## src/rtl/rd_pkg.sv

```systemverilog
// Shared types for the popcount pipeline: beat modes, token flags and the
// count-width helper used by both the combinational core and the pipe.
package rd_pkg;

    typedef enum logic [1:0] {
        MODE_COUNT  = 2'd0,
        MODE_PARITY = 2'd1,
        MODE_THRESH = 2'd2,
        MODE_ACCUM  = 2'd3
    } mode_e;

    // Flag half of a pipeline token; the count half is sized by ACC_W inside the pipe.
    typedef struct packed {
        logic parity;
        logic thr;
        logic sat;
        logic err;
    } tok_flags_t;

    function automatic int calc_cw(input int width);
        return $clog2(width + 1);
    endfunction

endpackage

```

## src/rtl/rd_popcount_comb.sv

```systemverilog
// Purely combinational population count and parity of one word, built as a
// balanced adder tree so it can be NOR-mapped and checked against rd53 alone.
module rd_popcount_comb
    import rd_pkg::*;
#(
    parameter int WIDTH = 5,
    parameter int CW    = calc_cw(WIDTH)
) (
    input  logic [WIDTH-1:0] data,
    output logic [CW-1:0]    count,
    output logic             parity
);

    localparam int LOG    = $clog2(WIDTH);
    localparam int LEAVES = 1 << LOG;

    // Level 0 holds the input bits padded with zeros to a power of two;
    // each further level halves the node count by pairwise addition.
    for (genvar l = 0; l <= LOG; l++) begin : g_lvl
        localparam int N = LEAVES >> l;
        logic [CW-1:0] sum [N];
        for (genvar i = 0; i < N; i++) begin : g_n
            if (l == 0) begin : g_leaf
                if (i < WIDTH) begin : g_bit
                    assign sum[i] = CW'(data[i]);
                end else begin : g_pad
                    assign sum[i] = '0;
                end
            end else begin : g_add
                assign sum[i] = g_lvl[l-1].sum[2*i] + g_lvl[l-1].sum[2*i+1];
            end
        end
    end

    assign count  = g_lvl[LOG].sum[0];
    assign parity = ^data;

endmodule

```

## src/rtl/rd_popcount_pipe.sv

```systemverilog
// Pipelined popcount with parity/threshold flags and multi-beat accumulation
// on a valid/ready stream; STAGES register slices with per-stage valid bits.
module rd_popcount_pipe
    import rd_pkg::*;
#(
    parameter int WIDTH  = 5,
    parameter int STAGES = 2,
    parameter int ACC_W  = 8
) (
    input  logic             clk,
    input  logic             rst_n,
    input  logic             in_valid,
    output logic             in_ready,
    input  logic [WIDTH-1:0] in_data,
    input  logic [1:0]       in_mode,
    input  logic [ACC_W-1:0] in_thr,
    input  logic             in_last,
    output logic             out_valid,
    input  logic             out_ready,
    output logic [ACC_W-1:0] out_count,
    output logic             out_parity,
    output logic             out_thr,
    output logic             out_sat,
    output logic             out_err
);

    localparam int CW = calc_cw(WIDTH);
    localparam logic [ACC_W-1:0] ACC_MAX = '1;

    typedef struct packed {
        logic [ACC_W-1:0] count;
        tok_flags_t       flags;
    } token_t;

    logic [CW-1:0] beat_count;
    logic          beat_parity;

    rd_popcount_comb #(
        .WIDTH (WIDTH),
        .CW    (CW)
    ) u_comb (
        .data   (in_data),
        .count  (beat_count),
        .parity (beat_parity)
    );

    mode_e mode;
    assign mode = mode_e'(in_mode);

    logic [ACC_W-1:0] acc;
    logic             acc_parity;
    logic             acc_sat;
    logic             in_progress;

    logic [ACC_W-1:0] count_ext;
    logic [ACC_W-1:0] base_acc;
    logic [ACC_W:0]   sum_wide;
    logic             sum_ovf;
    logic [ACC_W-1:0] sum_sat;
    logic             acc_parity_next;
    logic             acc_sat_next;

    // Accumulator state is masked by in_progress so a new packet always starts from zero.
    always_comb begin
        count_ext       = ACC_W'(beat_count);
        base_acc        = in_progress ? acc : '0;
        sum_wide        = {1'b0, base_acc} + {1'b0, count_ext};
        sum_ovf         = sum_wide[ACC_W];
        sum_sat         = sum_ovf ? ACC_MAX : sum_wide[ACC_W-1:0];
        acc_parity_next = (in_progress & acc_parity) ^ beat_parity;
        acc_sat_next    = (in_progress & acc_sat) | sum_ovf;
    end

    token_t new_tok;

    always_comb begin
        new_tok = '0;
        if (mode == MODE_ACCUM) begin
            new_tok.count        = sum_sat;
            new_tok.flags.parity = acc_parity_next;
            new_tok.flags.thr    = (sum_sat >= in_thr);
            new_tok.flags.sat    = acc_sat_next;
        end else begin
            new_tok.count        = count_ext;
            new_tok.flags.parity = beat_parity;
            new_tok.flags.thr    = (count_ext >= in_thr);
            new_tok.flags.err    = in_progress;
        end
    end

    logic [STAGES-1:0] vld;
    logic [STAGES-1:0] adv;
    logic [STAGES:0]   free;
    token_t            tok [STAGES];

    // free[k]: stage k can take a new token this cycle; free[STAGES] is the consumer.
    always_comb begin
        adv          = '0;
        free         = '0;
        free[STAGES] = out_ready;
        for (int k = STAGES - 1; k >= 0; k--) begin
            adv[k]  = vld[k] && free[k+1];
            free[k] = !vld[k] || adv[k];
        end
    end

    logic accept;
    logic inject;

    assign in_ready = free[0];
    assign accept   = in_valid && in_ready;
    assign inject   = accept && ((mode != MODE_ACCUM) || in_last);

    always_ff @(posedge clk) begin
        if (!rst_n) begin
            vld <= '0;
            for (int k = 0; k < STAGES; k++) begin
                tok[k] <= '0;
            end
        end else begin
            if (free[0]) begin
                vld[0] <= inject;
                if (inject) begin
                    tok[0] <= new_tok;
                end
            end
            for (int k = 1; k < STAGES; k++) begin
                if (free[k]) begin
                    vld[k] <= vld[k-1];
                    if (vld[k-1]) begin
                        tok[k] <= tok[k-1];
                    end
                end
            end
        end
    end

    // Only non-last ACCUM beats keep the packet open; anything else closes or aborts it.
    always_ff @(posedge clk) begin
        if (!rst_n) begin
            acc         <= '0;
            acc_parity  <= 1'b0;
            acc_sat     <= 1'b0;
            in_progress <= 1'b0;
        end else if (accept) begin
            if ((mode == MODE_ACCUM) && !in_last) begin
                acc         <= sum_sat;
                acc_parity  <= acc_parity_next;
                acc_sat     <= acc_sat_next;
                in_progress <= 1'b1;
            end else begin
                acc         <= '0;
                acc_parity  <= 1'b0;
                acc_sat     <= 1'b0;
                in_progress <= 1'b0;
            end
        end
    end

    assign out_valid  = vld[STAGES-1];
    assign out_count  = tok[STAGES-1].count;
    assign out_parity = tok[STAGES-1].flags.parity;
    assign out_thr    = tok[STAGES-1].flags.thr;
    assign out_sat    = tok[STAGES-1].flags.sat;
    assign out_err    = tok[STAGES-1].flags.err;

endmodule

```

## config.mk

```make
export PLATFORM = sky130hd
export DESIGN_NAME = rd_popcount_pipe
export DESIGN_NICKNAME = d
export VERILOG_FILES = /design/src/rtl/rd_pkg.sv /design/src/rtl/rd_popcount_comb.sv /design/src/rtl/rd_popcount_pipe.sv
export SDC_FILE = /design/constraint.sdc
export NUM_CORES = 1
export LEC_CHECK = 0
export BUFFER_PORTS_ARGS = -buffer_cell sky130_fd_sc_hd__buf_4
export CAP_MARGIN = 20
export CORE_ASPECT_RATIO = 0.9
export CORE_UTILIZATION = 36
export CTS_CLUSTER_DIAMETER = 80
export DETAILED_ROUTE_END_ITERATION = 16
export HOLD_SLACK_MARGIN = 0.15
export PLACE_DENSITY = 0.59
export SLEW_MARGIN = 20
export SYNTH_ARGS = -nofsm -noshare
export SYNTH_HDL_FRONTEND = slang
export SYNTH_SLANG_ARGS = --single-unit
```

## constraint.sdc

```tcl
create_clock -name clk -period 5.2 [get_ports clk]
set_input_delay 1.04 -clock clk [delete_from_list [all_inputs] [get_ports clk]]
set_output_delay 1.04 -clock clk [all_outputs]
set_load 0.01 [all_outputs]
```

* Word level (Yosys, flattened, before mapping) *
Memories as Yosys holds them, arrays and structs flattened.
Cells that the tools add are included.

storage, ports and cells
  register bits after elaboration = 13
  RAM bits = 24
  input port bits = 20
  memories = 1

memory list
  memory  words  bits a word  read ports  clocked after memory_dff  wr ports  line                    RTL
  tok     2      12           2           0                         2         rd_popcount_pipe.sv:94  token_t tok [STAGES];

cells by class
  $add $sub $neg = 5
  $lt $le $gt $ge = 2
  eq/ne operators = 2
  muxes and demuxes = 20
  bitwise operators = 6
  reduce and logical (&&, ||, !) cells = 12

operators by type and width
  kind                                           count
  two-way mux 12 bit                             2
  two-way mux 8 bit                              3
  two-way mux 1 bit                              14
  two-way mux 10 bit                             1
  adder 8 x 3 -> 9 bit                           1
  greater-or-equal comparator 3 x 8 -> 1 bit     1
  greater-or-equal comparator 8 bit              1
  logical AND 1 bit                              5
  XOR reduction 5 bit                            1
  adder 1 x 1 -> 2 bit                           2
  adder 3 x 1 -> 3 bit                           1
  adder 3 bit                                    1
  zero test 1 bit                                3
  logical OR 1 bit                               3
  OR 1 bit                                       3
  bitwise AND 1 bit                              2
  == test 2 bit (second input constant)          1
  inequality test 2 bit (second input constant)  1
  XOR 1 bit                                      1

* Longest topological paths before layout *
  depth in word-level cells = 11
  mapped depth = 18
  mapped depth without buffers = 18

* Cells and area by module *
Synthesis repeated with hierarchy kept, for this count alone.

second synthesis, totals
  cells, all modules = 229
  area total of the unflattened synthesis = 2275.9 µm²

by module, submodules not included
  module            times used  cells each  area an instance (µm²)
  rd_popcount_pipe  1           219         2184.6
  rd_popcount_comb  1           10          91.3

* Worst setup path after synthesis *
OpenSTA, ideal clock, no wires.

  path kind = input-to-reg
  from = input port in_data[2]
  to = memory tok[0][2] in the netlist's numbering (data pin)
  data arrival time = 4372 ps
  required time = 4931 ps
  slack = 558 ps
  cell stages on the path = 17
  path buffers = 0
  cell sequence = ha_1 inv_1 fa_1 inv_1 fa_1 ha_1 a21o_1 maj3_4 and3_4 mux2i_1 nor2_1 ha_1 a21oi_1 nand2_1 a41o_1 a31oi_1 o22ai_1

RTL lines
  element      line                    RTL
  from (decl)  rd_popcount_pipe.sv:14  input logic [WIDTH-1:0] in_data,
  to (decl)    rd_popcount_pipe.sv:94

==> reports/results.txt <==
Gr ovfl total -> 0
Setup bufs post-CTS -> 0
Commonest non-fill, non-tap cell in the layout -> buf_4
Cell taking the most area after synthesis -> edfxtp_1
Final setup violation count -> 0
Die area -> 6620 um^2
Post-DP Area -> 2560 um^2
Post-Syn Nets -> 268
Clock network fraction of total power -> 30.5%
DR DRC count -> 0
Final hold vios -> 0
CTS Sinks -> 37
Worst vdd ir -> 0.0891 mV
Worst slew margin -> 31.5%
CTS tree -> built
Count of flip-flops with a built-in enable after synthesis -> 24
Vias per cell -> 5.16
Largest cells by area after synthesis -> edfxtp_1, dfxtp_1, ha_1, inv_1, nand2_1
Asr flop ratio synth -> 0%
First-pass GRT wire length -> 7.69 mm
Largest family of logic cells by synthesized area -> simple AND/OR/NAND/NOR gates
P&R area growth vs syn -> 16.8%
Vias in the first global route -> 1637
Netlist cell types -> 53
Post-Synth Adder-Cell Area -> 11.5%
Hpwl dp -> 3.41 mm
Max Root-Sink Buffers -> 2
GRT Total Usage -> 15.0%
FP Rows -> 27
Fillers -> 611
Final Cell Area -> 2650 um^2
Internal power -> 475 uW
Lkg Pwr -> 1.19 nW
Power per Cell Area -> 245 nW/um^2
Top FF cell, synth -> edfxtp_1
Antenna Cells -> 0
Register area share after synthesis -> 43.3%
Switching share of power -> 26.8%
DRT met1 WL -> 2.18 mm
Syn Area/Cell -> 9.85 um^2
I/O pin count -> 34
Syn. warnings -> 0
Post-CTS Resized -> 0
Status -> finished clean
Layout cells sized above 1 -> 22.8%
Final Cycle Share -> 91.6%
Root buf cell -> clkbuf_8
Die Span Y -> 77.3 um
Top layer in use -> met4
Sequential share of power -> 51.3%
Yosys reg bits -> 37
Setup crit start kind -> input port
Number of port buffers -> 33
Pwr Total -> 649 uW
Antenna-violating nets left -> 0
Compound-Gate Fraction of Synth Area -> 15.6%
Top cell type's share of synthesized area -> 31.8%
Nets -> 300
WL/cell -> 13.4 um
Total length of routed met3 wires -> 268 um
Core box area -> 6080 um^2
Comb pwr share -> 18.2%
# hold bufs at CTS -> 0
Synthesized area -> 2270 um^2
Fmax -> 210 MHz
Post-layout min period -> 4.76 ns
Worst EP arrival -> 4.78 ns
Initial antenna violation count -> 0
CP required -> 5.22 ns
Final TNS setup -> 0 ns
Max_cap viols -> 0
Routed WL -> 4.48 mm
Gpl congestion -> 0.864
Post-synthesis simple-gate area fraction -> 19.1%
Most frequent cells in the layout -> buf_4, inv_1, nand2_1, edfxtp_1, ha_1
Crit path kind -> input port to flop
Mux cell area share after synthesis -> 0.442%
Worst hold path type -> flop to flop
NetSw -> 174 uW
DRT iter0 DRCs -> 95
Largest net degree at the start of global routing -> 28
Crit end category -> flop
Starting Density -> 37.3%
Metal2 WL -> 1.94 mm
Slew Limit Fails -> 0
RSZ-0062 raised after global routing -> no
Die span in x -> 85.6 um
Vias -> 1728
Worst Skew -> 0.00531 ns
Largest fanout on the critical path -> 7
Worst-Margin Slew -> 1.02 ns
First-pass DRT Iterations -> 4
H-tree depth -> 2
Clock transition at path regs -> 0.07 ns
CTS Buf Count -> 5
Synth Instances -> 230
Post-Synth XOR/XNOR Area -> 1.55%
Worst skew pair latency -> 0.29 ns
[flip-flops by register name, summed over array words and instances, names as in the netlist]
register	cells
tok	24
vld	2
acc_sat	1
acc	8
in_progress	1
acc_parity	1
[metrics by stage]
step / hold WS [ns] / std cells / worst slack, ns / utilization, %
2_1_floorplan: 0.436 / 230 / 0.558 / -
3_3_place_gp: 0.455 / 327 / 0.282 / 42.1
4_1_cts: 0.475 / 335 / 0.485 / 43.5
3_5_place_dp: 0.465 / 327 / 0.176 / 42.1
6_report: 0.472 / 335 / 0.439 / 43.5
5_1_grt: 0.521 / 335 / 0.183 / 43.5
[final cells by class]
| class | instances | area, um^2 | area share (%) |
|---|---|---|---|
| tap | 72 | 90.1 | 3.40 |
| timing repair buffer | 40 | 300 | 11.3 |
| inverter | 26 | 97.6 | 3.69 |
| clock buffer | 5 | 68.8 | 2.60 |
| sequential | 37 | 981 | 37.1 |
| multi-input combinational | 152 | 1090 | 41.3 |
| clock inverter | 3 | 17.5 | 0.662 |
[cells by family after synthesis]
family | Yosys count
AND/OR/NAND/NOR | 79
AO/OA/AOI/OAI | 49
buffers and inverters | 41
flip-flops | 37
adder cells (fa/ha/maj) | 19
XOR/XNOR | 4
multiplexers | 1
[synth_stat cells, types with 2 or more instances]
| cell type | n |
|---|---|
| o2bb2ai_1 | 3 |
| clkbuf_1 | 5 |
| a22oi_1 | 2 |
| fa_1 | 3 |
| and3_1 | 13 |
| o22ai_1 | 4 |
| o31ai_1 | 2 |
| edfxtp_1 | 24 |
| buf_4 | 8 |
| a21oi_1 | 7 |
| dfxtp_1 | 13 |
| nand4_1 | 2 |
| nor2b_1 | 5 |
| o21ai_0 | 12 |
| nor3_1 | 2 |
| ha_1 | 15 |
| xor2_1 | 2 |
| nand2_1 | 24 |
| a21boi_0 | 3 |
| nand3_1 | 6 |
| xnor2_1 | 2 |
| a21o_1 | 4 |
| inv_1 | 26 |
| nand2b_1 | 3 |
| and2_1 | 3 |
| nor2_1 | 9 |
| nor4_1 | 2 |
[layer usage]
metal  up-vias  GRT usage [%]
met2        60           23.3
met3         8           2.69
met1       780           20.7
met5         -              0
met4         0           6.00
li1        880              -
[path summary, 6_finish.rpt]
check,startpoint,endpoint,slack [ns],depth (start not counted)
worst max-delay path,in_data[2],tok[0][2],0.44,18
worst min-delay path,acc[0],acc[0],0.47,2
worst max register to register,in_progress,tok[0][2],1.64,16
worst min register to register,acc[0],acc[0],0.47,2
[power by group through the flow]
| stage | logic [mW] | clock network [mW] | registers, mW |
|---|---|---|---|
| global placement | 0.116 | 0 | 0.340 |
| floorplan | 0.0777 | 0 | 0.341 |
| finish | 0.118 | 0.198 | 0.333 |
| CTS | 0.119 | 0.203 | 0.333 |
| detailed placement | 0.118 | 0 | 0.340 |
| global route | 0.134 | 0.218 | 0.335 |
[critical path, stage by stage]
cell	delay (ns)
buf_4	0.11
ha_1	0.26
inv_1	0.05
fa_1	0.38
inv_1	0.07
fa_1	0.45
ha_1	0.32
a21o_1	0.19
maj3_4	0.36
and3_4	0.21
mux2i_1	0.22
nor2_1	0.08
ha_1	0.31
a21oi_1	0.17
nand2_1	0.07
a41o_1	0.20
a31oi_1	0.18
o22ai_1	0.11
(Power assumes the default switching activity.)
